--- config.mk ---
export PLATFORM = sky130hd
export DESIGN_NAME = lc3_intc
export DESIGN_NICKNAME = d
export VERILOG_FILES = /design/src/rtl/lc3_intc.sv
export SDC_FILE = /design/constraint.sdc
export NUM_CORES = 1
export LEC_CHECK = 0
export ABC_AREA = 1
export CAP_MARGIN = 20
export CORE_ASPECT_RATIO = 1.5
export CORE_MARGIN = 10
export CORE_UTILIZATION = 30
export CTS_BUF_LIST = sky130_fd_sc_hd__clkbuf_16
export CTS_CLUSTER_SIZE = 12
export DETAILED_ROUTE_END_ITERATION = 7
export GPL_TIMING_DRIVEN = 0
export PLACE_DENSITY = 0.56
export SYNTH_ARGS = -nofsm -noshare
export SYNTH_HDL_FRONTEND = slang
export SYNTH_SLANG_ARGS = --single-unit
--- constraint.sdc ---
create_clock -name clk -period 8.9 [get_ports clk]
set_input_delay 1.335 -clock clk [delete_from_list [all_inputs] [get_ports clk]]
set_output_delay 1.335 -clock clk [all_outputs]
set_load 0.02 [all_outputs]
--- src/rtl/lc3_intc.sv ---
// Multi-source interrupt controller for the LC3 core: synchronises NUM_CH sources,
// keeps per-channel enable/mode/priority, and presents one registered IRQ/INTV/INTP.
module lc3_intc #(
  parameter int               NUM_CH    = 8,
  parameter logic [7:0]       VEC_BASE  = 8'h80,
  parameter logic [NUM_CH-1:0] EDGE_MASK = {NUM_CH{1'b1}},
  parameter int               AW        = 4
) (
  input  logic              clk,
  input  logic              rst,
  input  logic [NUM_CH-1:0] irq_src,
  input  logic              cfg_we,
  input  logic [AW-1:0]     cfg_addr,
  input  logic [15:0]       cfg_din,
  output logic [15:0]       cfg_dout,
  input  logic              irq_ack,
  output logic              IRQ,
  output logic [7:0]        INTV,
  output logic [2:0]        INTP
);
  localparam int IW = (NUM_CH > 1) ? $clog2(NUM_CH) : 1;

  typedef enum logic [1:0] {IDLE, REQ, GAP} state_t;

  state_t            state_q, state_d;
  logic [NUM_CH-1:0] sync1_q, sync2_q, sdly_q;
  logic [NUM_CH-1:0] enable_q, enable_d, mode_q, mode_d, pend_q, pend_d;
  logic [2:0]        pri_q [NUM_CH];
  logic [2:0]        pri_d [NUM_CH];
  logic [IW-1:0]     cur_q, cur_d;
  logic              irq_q, irq_d;
  logic [7:0]        intv_q, intv_d;
  logic [2:0]        intp_q, intp_d;
  logic [NUM_CH-1:0] w1c, ackClr, elig;
  logic              anyElig, load;
  logic [IW-1:0]     win;
  logic [2:0]        winPri;
  logic              din_unused;

  assign din_unused = ^cfg_din[15:NUM_CH];

  always_comb begin
    enable_d = enable_q;
    mode_d   = mode_q;
    pri_d    = pri_q;
    w1c      = '0;
    if (cfg_we) begin
      if (cfg_addr == AW'(0)) enable_d = cfg_din[NUM_CH-1:0];
      if (cfg_addr == AW'(1)) mode_d   = cfg_din[NUM_CH-1:0];
      if (cfg_addr == AW'(2)) w1c      = cfg_din[NUM_CH-1:0];
      for (int i = 0; i < NUM_CH; i++)
        if (cfg_addr == AW'(3 + i)) pri_d[i] = cfg_din[2:0];
    end
  end

  always_comb begin
    cfg_dout = '0;
    if (cfg_addr == AW'(0)) cfg_dout[NUM_CH-1:0] = enable_q;
    if (cfg_addr == AW'(1)) cfg_dout[NUM_CH-1:0] = mode_q;
    if (cfg_addr == AW'(2)) cfg_dout[NUM_CH-1:0] = pend_q;
    for (int i = 0; i < NUM_CH; i++)
      if (cfg_addr == AW'(3 + i)) cfg_dout[2:0] = pri_q[i];
  end

  // Strict '>' while scanning upward keeps the lowest index on priority ties.
  always_comb begin
    elig    = '0;
    anyElig = 1'b0;
    win     = '0;
    winPri  = '0;
    for (int i = 0; i < NUM_CH; i++) begin
      elig[i] = pend_q[i] & enable_q[i] & (pri_q[i] != 3'd0);
      if (elig[i] && (pri_q[i] > winPri)) begin
        anyElig = 1'b1;
        win     = IW'(i);
        winPri  = pri_q[i];
      end
    end
  end

  // Level channels load the synchroniser output so PENDING tracks s_d exactly.
  always_comb begin
    pend_d = '0;
    for (int i = 0; i < NUM_CH; i++)
      pend_d[i] = mode_q[i] ? ((sync2_q[i] & ~sdly_q[i]) | (pend_q[i] & ~w1c[i] & ~ackClr[i]))
                            : sync2_q[i];
  end

  always_comb begin
    state_d = state_q;
    cur_d   = cur_q;
    irq_d   = irq_q;
    intv_d  = intv_q;
    intp_d  = intp_q;
    ackClr  = '0;
    load    = 1'b0;
    case (state_q)
      IDLE: begin
        irq_d = 1'b0;
        if (anyElig) begin
          load    = 1'b1;
          irq_d   = 1'b1;
          state_d = REQ;
        end
      end
      REQ: begin
        if (irq_ack) begin
          ackClr[cur_q] = 1'b1;
          irq_d         = 1'b0;
          state_d       = GAP;
        end else if (!elig[cur_q]) begin
          if (anyElig) begin
            load = 1'b1;
          end else begin
            irq_d   = 1'b0;
            state_d = IDLE;
          end
        end else if (winPri > intp_q) begin
          load = 1'b1;
        end
      end
      GAP: begin
        irq_d   = 1'b0;
        state_d = IDLE;
      end
      default: state_d = IDLE;
    endcase
    if (load) begin
      cur_d  = win;
      intv_d = VEC_BASE + 8'(win);
      intp_d = winPri;
    end
  end

  always_ff @(posedge clk or posedge rst) begin
    if (rst) begin
      state_q  <= IDLE;
      sync1_q  <= '0;
      sync2_q  <= '0;
      sdly_q   <= '0;
      enable_q <= '0;
      mode_q   <= EDGE_MASK;
      pend_q   <= '0;
      for (int i = 0; i < NUM_CH; i++) pri_q[i] <= '0;
      cur_q    <= '0;
      irq_q    <= 1'b0;
      intv_q   <= '0;
      intp_q   <= '0;
    end else begin
      state_q  <= state_d;
      sync1_q  <= irq_src;
      sync2_q  <= sync1_q;
      sdly_q   <= sync2_q;
      enable_q <= enable_d;
      mode_q   <= mode_d;
      pend_q   <= pend_d;
      pri_q    <= pri_d;
      cur_q    <= cur_d;
      irq_q    <= irq_d;
      intv_q   <= intv_d;
      intp_q   <= intp_d;
    end
  end

  assign IRQ  = irq_q;
  assign INTV = intv_q;
  assign INTP = intp_q;

endmodule

Word level (Yosys, flattened, before mapping) --
Cells that the tools add are included.
Operators by class: add/subtract/negate cells 1, $mul 0, div/mod/pow operators 0, order comparisons 11, equal/unequal tests 15, shift-type cells 0, mux-type cells 64, bitwise logic cells 72, reductions and logical operators 32
Operators by type and width (count):
- $mux 3 | 22
- $mux 8 | 7
- $and 1x1->1 | 40
- $reduce_bool 3->1 | 9
- $mux 1 | 26
- $gt 3x3->1 | 8
- $not 1->1 | 24
- $reduce_and 2->1 | 10
- $eq 4x3->1 const B | 4
- $eq 4x4->1 const B | 3
- $logic_and 1x1->1 | 9
- $add 8x3->8 const A | 1
- $eq 4x2->1 const B | 2
- $mux 2 | 4
- $or 1x1->1 | 8
- $ne 3x3->1 const B | 2
- $reduce_and 3->1 | 2
- $eq 4x1->1 const B | 1
- $logic_not 4->1 | 1
- $lt 3x4->1 const B | 1
- $pmux 2 s2 | 1
- $bmux 1 s3 | 1
- $demux 1 s3 | 1
- $ge 3x1->1 const B | 1
- 7 further kinds | 7
Storage, ports and cells: register bits 89, latch bits 0, bits in writable memories 0, memory bits (read-only) 0, bits of input ports 32, memories 0

Longest topological paths before layout --
Gate-level depths: netlist (run 1).
word-level depth 30, mapped depth 66, mapped depth without buffers 66

Least setup slack after synthesis (run 1) --
OpenSTA, ideal clock, no wires.
path type register to register, start point register pend_q[0], end point register intp_q[2], in the netlist INTP[2], library setup time 117 ps, arrival time 8329 ps, slack 455 ps, stages on the path, launching flop included 61, path buffers 0, period minus slack after synthesis 8445 ps, cells stage by stage dfrtp_1 nand2_1 inv_1 nand2_1 nor2_1 inv_1 ha_1 nand2_1 nor2_2 nor2_4 nor2_8 o21ai_0 ha_1 o21ai_0 nand3_2 nand3_4 nand2_4 o21ai_0 [25 not listed] nand2_4 nand2_1 o21ai_1 ha_1 nand2_1 o21ai_0 nand3_1 inv_1 o21ai_0 ha_1 a21oi_1 o21ai_0 nand2_1 nand2_1 nand3_4 nand2_4 nand2_1 nand2_1
Between the ends: cells in the longest elaborated chain, start to end 30, elaborated cells between the ends (all ways) 41, classes of those cells order compare (8); mux (23); bitwise (2); reduce/logical (8)
RTL lines:
- start: declaration | RTL line 27 | logic [NUM_CH-1:0] enable_q, enable_d, mode_q, mode_d, pend_q, pend_d;
- start signal: assignment | RTL line 156 | pend_q <= pend_d;
- $and 1x1->1 (*) (2 in a row) | RTL line 72 | elig[i] = pend_q[i] & enable_q[i] & (pri_q[i] != 3'd0);
- $logic_and 1x1->1 (*) | RTL line 73 | if (elig[i] && (pri_q[i] > winPri)) begin
- $mux 3 (*) | RTL line 73
- $gt 3x3->1 | RTL line 73
- $logic_and 1x1->1 | RTL line 73
- $mux 3 (*) | RTL line 73
- $gt 3x3->1 | RTL line 73
- $logic_and 1x1->1 | RTL line 73
- [14 not listed]
- $logic_and 1x1->1 | RTL line 73
- $mux 3 (*) | RTL line 73
- named net winPri[2] | RTL line 37 | logic [2:0] winPri;
- $gt 3x3->1 | RTL line 118 | end else if (winPri > intp_q) begin
- $mux 1 | RTL line 118
- $mux 1 | RTL line 111 | end else if (!elig[cur_q]) begin
- $mux 1 | RTL line 107 | if (irq_ack) begin
- $pmux 1 s2 | RTL line 97 | case (state_q)
- end signal: assignment | RTL line 161 | intp_q <= intp_d;
- end: declaration | RTL line 33 | logic [2:0] intp_q, intp_d;
Mark *: on every way through the listed nets, which the timed path passes. The rest lies on a longest branch. The select of a mux whose other input is x is not followed. A chain may end at the register's enable or synchronous reset.

Final worst setup path (run 1) --
start point register pri_q[21] (netlist name), end point register intp_q[0], in the netlist INTP[0]
Between the ends: cells in the longest elaborated chain, start to end 30, elaborated cells between the ends (all ways) 42, classes of those cells order compare (9); mux (23); bitwise (1); reduce/logical (9)
RTL lines:
- start: declaration | RTL line 28 | logic [2:0] pri_q [NUM_CH];
- start signal: assignment | RTL line 157 | pri_q <= pri_d;
- parallel branches: the longest is 3 deep, another holds $gt 3x1->1
- $mux 3 (*) | RTL line 73
- $gt 3x3->1 | RTL line 73
- $logic_and 1x1->1 | RTL line 73
- $mux 3 (*) | RTL line 73
- $gt 3x3->1 | RTL line 73
- $logic_and 1x1->1 | RTL line 73
- $mux 3 (*) | RTL line 73
- [13 not listed]
- $logic_and 1x1->1 | RTL line 73
- $mux 3 (*) | RTL line 73
- named net winPri[1] | RTL line 37
- $gt 3x3->1 (*) | RTL line 118
- $mux 1 (*) | RTL line 118
- $mux 1 (*) | RTL line 111
- $mux 1 (*) | RTL line 107
- $pmux 1 s2 (*) | RTL line 97
Mark *: on every way through the listed nets, which the timed path passes. The select of a mux whose other input is x is not followed.

==> results of run 1 <==
-- routing by layer --
layer	global-route usage	routed length, microns
met5	0	0
met4	0.0707	405
met3	0.0251	494
met2	0.215	6830
met1	0.131	5220
-- where the power goes --
| group | switching (W) | internal, W | leakage (nW) | total, W |
|---|---|---|---|---|
| Combinational | 0.000352 | 0.000249 | 1.70 | 0.000601 |
| Clock | 0.000148 | 0.000214 | 0.145 | 0.000362 |
| Sequential | 0.0000665 | 0.000443 | 0.990 | 0.000509 |
| Total | 0.000566 | 0.000906 | 2.83 | 0.00147 |
-- timing repair --
action | CTS | global route
pin swaps | 2 | 36
endpoints found under the setup margin | 10 | 10
gates resized for setup | 16 | 39
hold endpoints to repair | 0 | 0
hold buffers | 0 | 0
setup buffers | 6 | 23
-- cell usage after synthesis (all sizes together), types with 2 or more instances --
library cell / number / area (sq um)
o22ai: 7 / 43.8
nor3: 9 / 45.0
a32o: 2 / 20.0
a221oi: 4 / 35.0
o2111ai: 2 / 17.5
clkbuf: 7 / 26.3
dfrtp: 74 / 1850
a21boi: 3 / 33.8
inv: 69 / 259
a21oi: 6 / 33.8
ha: 17 / 213
nand2: 187 / 774
a31oi: 7 / 43.8
o211ai: 8 / 65.1
clkinv: 2 / 8.75
or2: 3 / 18.8
nor2: 35 / 158
dfstp: 8 / 210
buf: 12 / 90.1
o21ai: 70 / 362
nand3: 40 / 273
-- critical path, delay by kind of cell, from the launching register on --
| family | cells | cell delay (ns) |
|---|---|---|
| AND/OR/NAND/NOR | 35 | 3.65 |
| AO/OA/AOI/OAI | 14 | 1.78 |
| adder cells (fa/ha/maj) | 8 | 2.11 |
| flip-flops | 1 | 0.39 |
| buffers and inverters | 6 | 0.47 |
-- how the worst max path moves through the flow --
stage | to | depth (start not counted)
final | INTP[0] | 63
after global placement | INTV[2] | 61
after detailed placement | INTV[2] | 59
after floorplan | INTP[2] | 60
after CTS | INTV[2] | 65
after global routing | INTP[0] | 63
-- metrics by stage --
step / setup TNS, ns / setup WS (ns)
after floorplan: 0 / 0.455
after global placement: -6.54 / -0.841
after detailed placement: -8.65 / -1.05
after CTS: 0 / 0.0372
after global routing: -0.674 / -0.106
final: 0 / 0.430
-- logic make-up after synthesis --
logic type | after synthesis | share of synthesized area
simple gates | 277 | 0.279
compound gates | 113 | 0.148
buf+inv | 90 | 0.0827
flops | 82 | 0.444
fa+ha+maj | 17 | 0.0458
other cells | 1 | 0.000807
-- layout make-up --
cell class	instances	area, sq um
Fill cell	1542	9070
Multi-Input combinational cell	419	2440
Sequential cell	82	2060
Timing Repair Buffer	69	639
Inverter	71	270
Tap cell	199	249
Clock buffer	9	225
Buffer	19	116
Clock inverter	7	62.6
-- state kept, by name, summed over array words and instances (netlist names) --
signal	cells
INTV	2
sync2_q	8
cur_q	2
enable_q	8
pri_q	24
state_q	2
IRQ	1
sdly_q	8
mode_q	8
INTP	3
sync1_q	8
pend_q	8
-- cells in the final DEF, fill, tap and decap left out, types with 12 or more instances in the layout --
master	synthesis	layout
nand2_1	170	158
inv_1	65	63
nand2_2	11	19
buf_4	12	40
ha_1	17	13
conb_1	1	12
dfrtp_1	74	74
o21ai_0	61	51
nand3_1	30	29
clkdlybuf4s50_1	0	39
nor2_1	32	30
==> results.md, run 1 <==
* Final setup fails at 0
* Worst R2R End: INTP[0]
* Placed Instances at 830
* Initial antenna violation count at 0
* Maximum clock path buffer count at 2
* Crit path kind: reg -> reg
* GPL Wtd Cong at 0.877
* Design area at between 6000 and 7000 sq um
* Crit path largest cell delay at 0.39 ns
* Die width at 122 microns
* N_diodes at 0
* IO Pins at 60
* Clock Root Buffer: clkbuf_16
* Crit path max fanout at 8
* WHS at 0.347 ns
* Total CTS buffers at 9
* Die H at approximately 170 microns
* Post-Syn Area at 4650 sq um
* Rel. slew slack at 0.504
* Post-route non-filler standard cell count at 875
* Vias in the first global route at just over 4,000
* Data required time at the worst endpoint at 9.17 ns
* Largest net degree at the start of global routing at 71
* Pwr Density at approximately 240 nW/um^2
* Synth Flop Type: dfrtp_1
* Core Util, Final at 0.401
* Layout cells sized above 1 at 0.214
* Avg WL per Cell at roughly 15 microns
* Initial core utilization at 0.307
* Slowest-stage cell, CP: dfrtp_1
* Fmax at 118 MHz
* H-Tree Depth at 3
* GRT overflow at 0
* Die Area at 21,000 sq um
* FP Rows at 55
* WL final at 12,900 microns
* R2r startpoint: pri_q[21]
* Clk sink count at 82
* Type of the worst min-delay path: reg -> reg
* I/O Buffers at 39
* Drt via density at 4.74
* Nets at 720
* Status: finished, final reports clean
* Max-Cap Viols at 0
* DRC violations left at 0
* Area Overhead vs Synth at 30.5%
* RSZ-0062 raised after global routing: true
* Hold EP: sync2_q[6]
* Gr usage total at 0.122
* Arrival time at the worst endpoint at 8.74 ns
* Register area share after synthesis at 0.444
* Final Skew at 0.0108 ns
* R2r setup slk at 0.43 ns
* Hold depth at 0
* Core Footprint at 15,100 sq um
* Slew @ Worst Pin at 0.741 ns
* Drt pass-1 iters at 5
* Asr flop ratio synth at 1.00
* Synth Register Bits at 82
* Period utilization at 0.952
* First-pass GRT wire length at 20,400 microns
* Pwr Total at 0.00147 W
* Cell mode on critical path: nand2_2
* Slew Viols, Final at 0
* Final hold viol count at 0
* Placed cell area at 5360 sq um
* Detail Placement HPWL at between 9000 and 10,000 microns
* DRT iter0 DRCs at between 150 and 200
* Final Critical Period at 8.47 ns
* Leak pwr at 2.83 nW
* Mapped Cells at 580
* Yosys warns at 0
* CTS tree: built
* Worst-path clk slew at 0.06 ns
* Critical Path End Type: flop
* Clock Latency Late Sink at 0.33 ns
* CP Launch Type: flop
* Crit path from: pri_q[21]
* Syn_area_per_cell at around 8.0 sq um
* Number of flops mapped to enable cells by yosys at 0
* Via count at ~4,200
* Detail Route Antenna Nets at 0
* Hold_sp: sync1_q[6]
* Peak VDD IR at 0.113 mV
* Number of cells on the worst reg-to-reg path at 63
* Netlist cell types at 42
Power figures use the tool's default switching activity.
==> inputs of run 2 (changes only) <==
--- a/config.mk
+++ b/config.mk
@@ -7,7 +7,6 @@
 export LEC_CHECK = 0
 export ABC_AREA = 1
 export CAP_MARGIN = 20
-export CORE_ASPECT_RATIO = 1.5
 export CORE_MARGIN = 10
 export CORE_UTILIZATION = 30
 export CTS_BUF_LIST = sky130_fd_sc_hd__clkbuf_16
==> run 2 against run 1 <==
  * Wire length down 2.2%
  * Power up 0.58%
  * Count of clock-buffer cells in the layout unchanged
  * Sequential share of layout area up 0.070 points
  * Sequential power about the same
  * Critical path type unchanged
  * Critical endpoint is now INTV[2]
  * Largest cell class unchanged
  * Largest power group unchanged
==> results.md, run 2 (synthesized netlist as in run 1, its figures left out) <==
* Max reg flops at 24
* Met1 Use GR at 0.159
* Max-Cap Viols at 0
* WL final at 12,700 microns
* WHS at between 0.3 and 0.4 ns
* Clock Latency Late Sink at ~0.34 ns
* Design area at 6050 sq um
* Placed cell area at 5340 sq um
* Filler cells at 1,534
* IO Pins at 60
* I/O Buffers at 39
* Detail Route Antenna Nets at 0
* Met2 usage at 0.202
* Maximum clock path buffer count at 2
* Avg WL per Cell at 14.7 microns
* Data required time at the worst endpoint at 9.18 ns
* Worst setup endpoint: INTV[2]
* Nets at 716
* Drt via density at 4.88
* Core Util, Final at 0.398
* Leak pwr at 2.83 nW
* Slowest-stage cell, CP: dfrtp_1
* Gr usage total at 0.124
* N_diodes at 0
* Status: finished, final reports clean
* CTS tree: built
* Largest net degree at the start of global routing at 75
* Clock Root Buffer: clkbuf_16
* Final hold viol count at 0
* FP Rows at 45
* Via count at 4,196
* Type of the worst min-delay path: reg -> reg
* Core Footprint at 15,200 sq um
* Number of cells on the worst reg-to-reg path at 62
* Crit path kind: reg -> reg
* Period utilization at 0.949
* Worst R2R End: INTV[2]
* Initial core utilization at 0.306
* Clk sink count at 82
* R2r startpoint: enable_q[0]
* Detail Placement HPWL at 9460 microns
* Die width at around 140 microns
* Die H at around 140 microns
* Drt pass-1 iters at 6
* H-Tree Depth at 3
* GRT overflow at 0
* Slew @ Worst Pin at 0.709 ns
* Grt peak-use layer: met2
* Final setup fails at 0
* Peak VDD IR at 0.0952 mV
* Arrival time at the worst endpoint at 8.73 ns
* Slew Viols, Final at 0
* Layout cells sized above 1 at 0.210
* DRT iter0 DRCs at approximately 300
* Critical Path End Type: flop
* Crit path from: enable_q[0]
* Crit path largest cell delay at between 0.3 and 0.4 ns
* Commonest non-fill, non-tap cells in the layout: nand2_1, dfrtp_1, inv_1
* First-pass GRT wire length at 20,600 microns
* Commonest non-fill, non-tap cell in the layout: nand2_1
* Initial antenna violation count at 0
* R2r setup slk at 0.45 ns
* Fmax at roughly 120 MHz
* Total CTS buffers at 9
* Pwr Density at 245 nW/um^2
* Final Critical Period at about 8.4 ns
* GPL Wtd Cong at 0.943
* Vias in the first global route at 4,109
* CP Launch Type: flop
* Met3 Use GR at 0.0226
* Reg with most FFs: pri_q
* Final Skew at 0.00597 ns
* Area Overhead vs Synth at 30.3%
* Worst-path clk slew at ~0.06 ns
* DRC violations left at 0
* Crit path max fanout at 8
* Die Area at 20,900 sq um
* Rel. slew slack at 0.521
[run 2: cell types whose count changed in the layout (fill, tap and decap cells not counted), moves of 2 or more]
cell / previous run / this run
nand2_2: 19 / 14
buf_4: 40 / 36
nand2_1: 158 / 161
inv_1: 63 / 61
nand2_4: 9 / 11
[run 2: area by class of cell]
class	instances	area [sq um]	share of cell area
multi-input cells	419	2450	0.405
flip-flops and latches	82	2060	0.341
repair buffers	65	618	0.102
inverters	71	270	0.0447
well taps	188	235	0.0389
clock buffers	9	225	0.0372
plain buffers	19	116	0.0192
clock inverters	7	76.3	0.0126
[run 2: layer usage]
| metal | vias up | wire (microns) |
|---|---|---|
| li1 | 2059 | - |
| met1 | 2018 | 5740 |
| met2 | 107 | 5990 |
| met3 | 12 | 725 |
| met4 | 0 | 201 |
| met5 | - | 0 |
[run 2: worst min-delay path by stage]
stage / slack (ns) / endpoint / depth (start not counted) / from
detailed placement: 0.34 / sync2_q[2] / 0 / sync1_q[2]
global route: 0.35 / sync2_q[6] / 0 / sync1_q[6]
finish: 0.35 / sync2_q[2] / 0 / sync1_q[2]
floorplan: 0.33 / sync2_q[0] / 0 / sync1_q[0]
global placement: 0.33 / sync2_q[6] / 0 / sync1_q[6]
CTS: 0.35 / sync2_q[2] / 0 / sync1_q[2]
[run 2: where the power goes]
group / leakage (nW) / total (W) / switching, W / internal [W]
clock network: 0.148 / 0.000376 / 0.000156 / 0.000220
registers: 0.990 / 0.000508 / 0.0000653 / 0.000443
logic: 1.69 / 0.000597 / 0.000352 / 0.000245
[run 2: per-stage QoR]
step	power (W)	setup TNS, ns	worst slack [ns]	cells
2_1_floorplan	0.000870	0	0.455	591
3_3_place_gp	0.000994	-5.15	-0.685	818
3_5_place_dp	0.00102	-7.73	-0.951	819
4_1_cts	0.00141	0	0.0382	839
5_1_grt	0.00158	-0.326	-0.0525	860
6_report	0.00148	0	0.454	860
[run 2: critical path, delay by kind of cell (launching register included)]
family	cells	cell delay, ns
adders and majority gates	8	2.07
AOI/OAI and AO/OA	14	1.91
and+or+nand+nor	33	3.46
buffers and inverters	7	0.56
DFF	1	0.36
[run 2: repair_timing]
item                                    4_1_cts  5_1_grt
gates resized for setup                      15       41
endpoints found under the hold margin         0        0
pin swaps                                     1       32
hold buffers                                  0        0
setup buffers                                 4       21
endpoints found under the setup margin       10       10
cloned                                        0        0
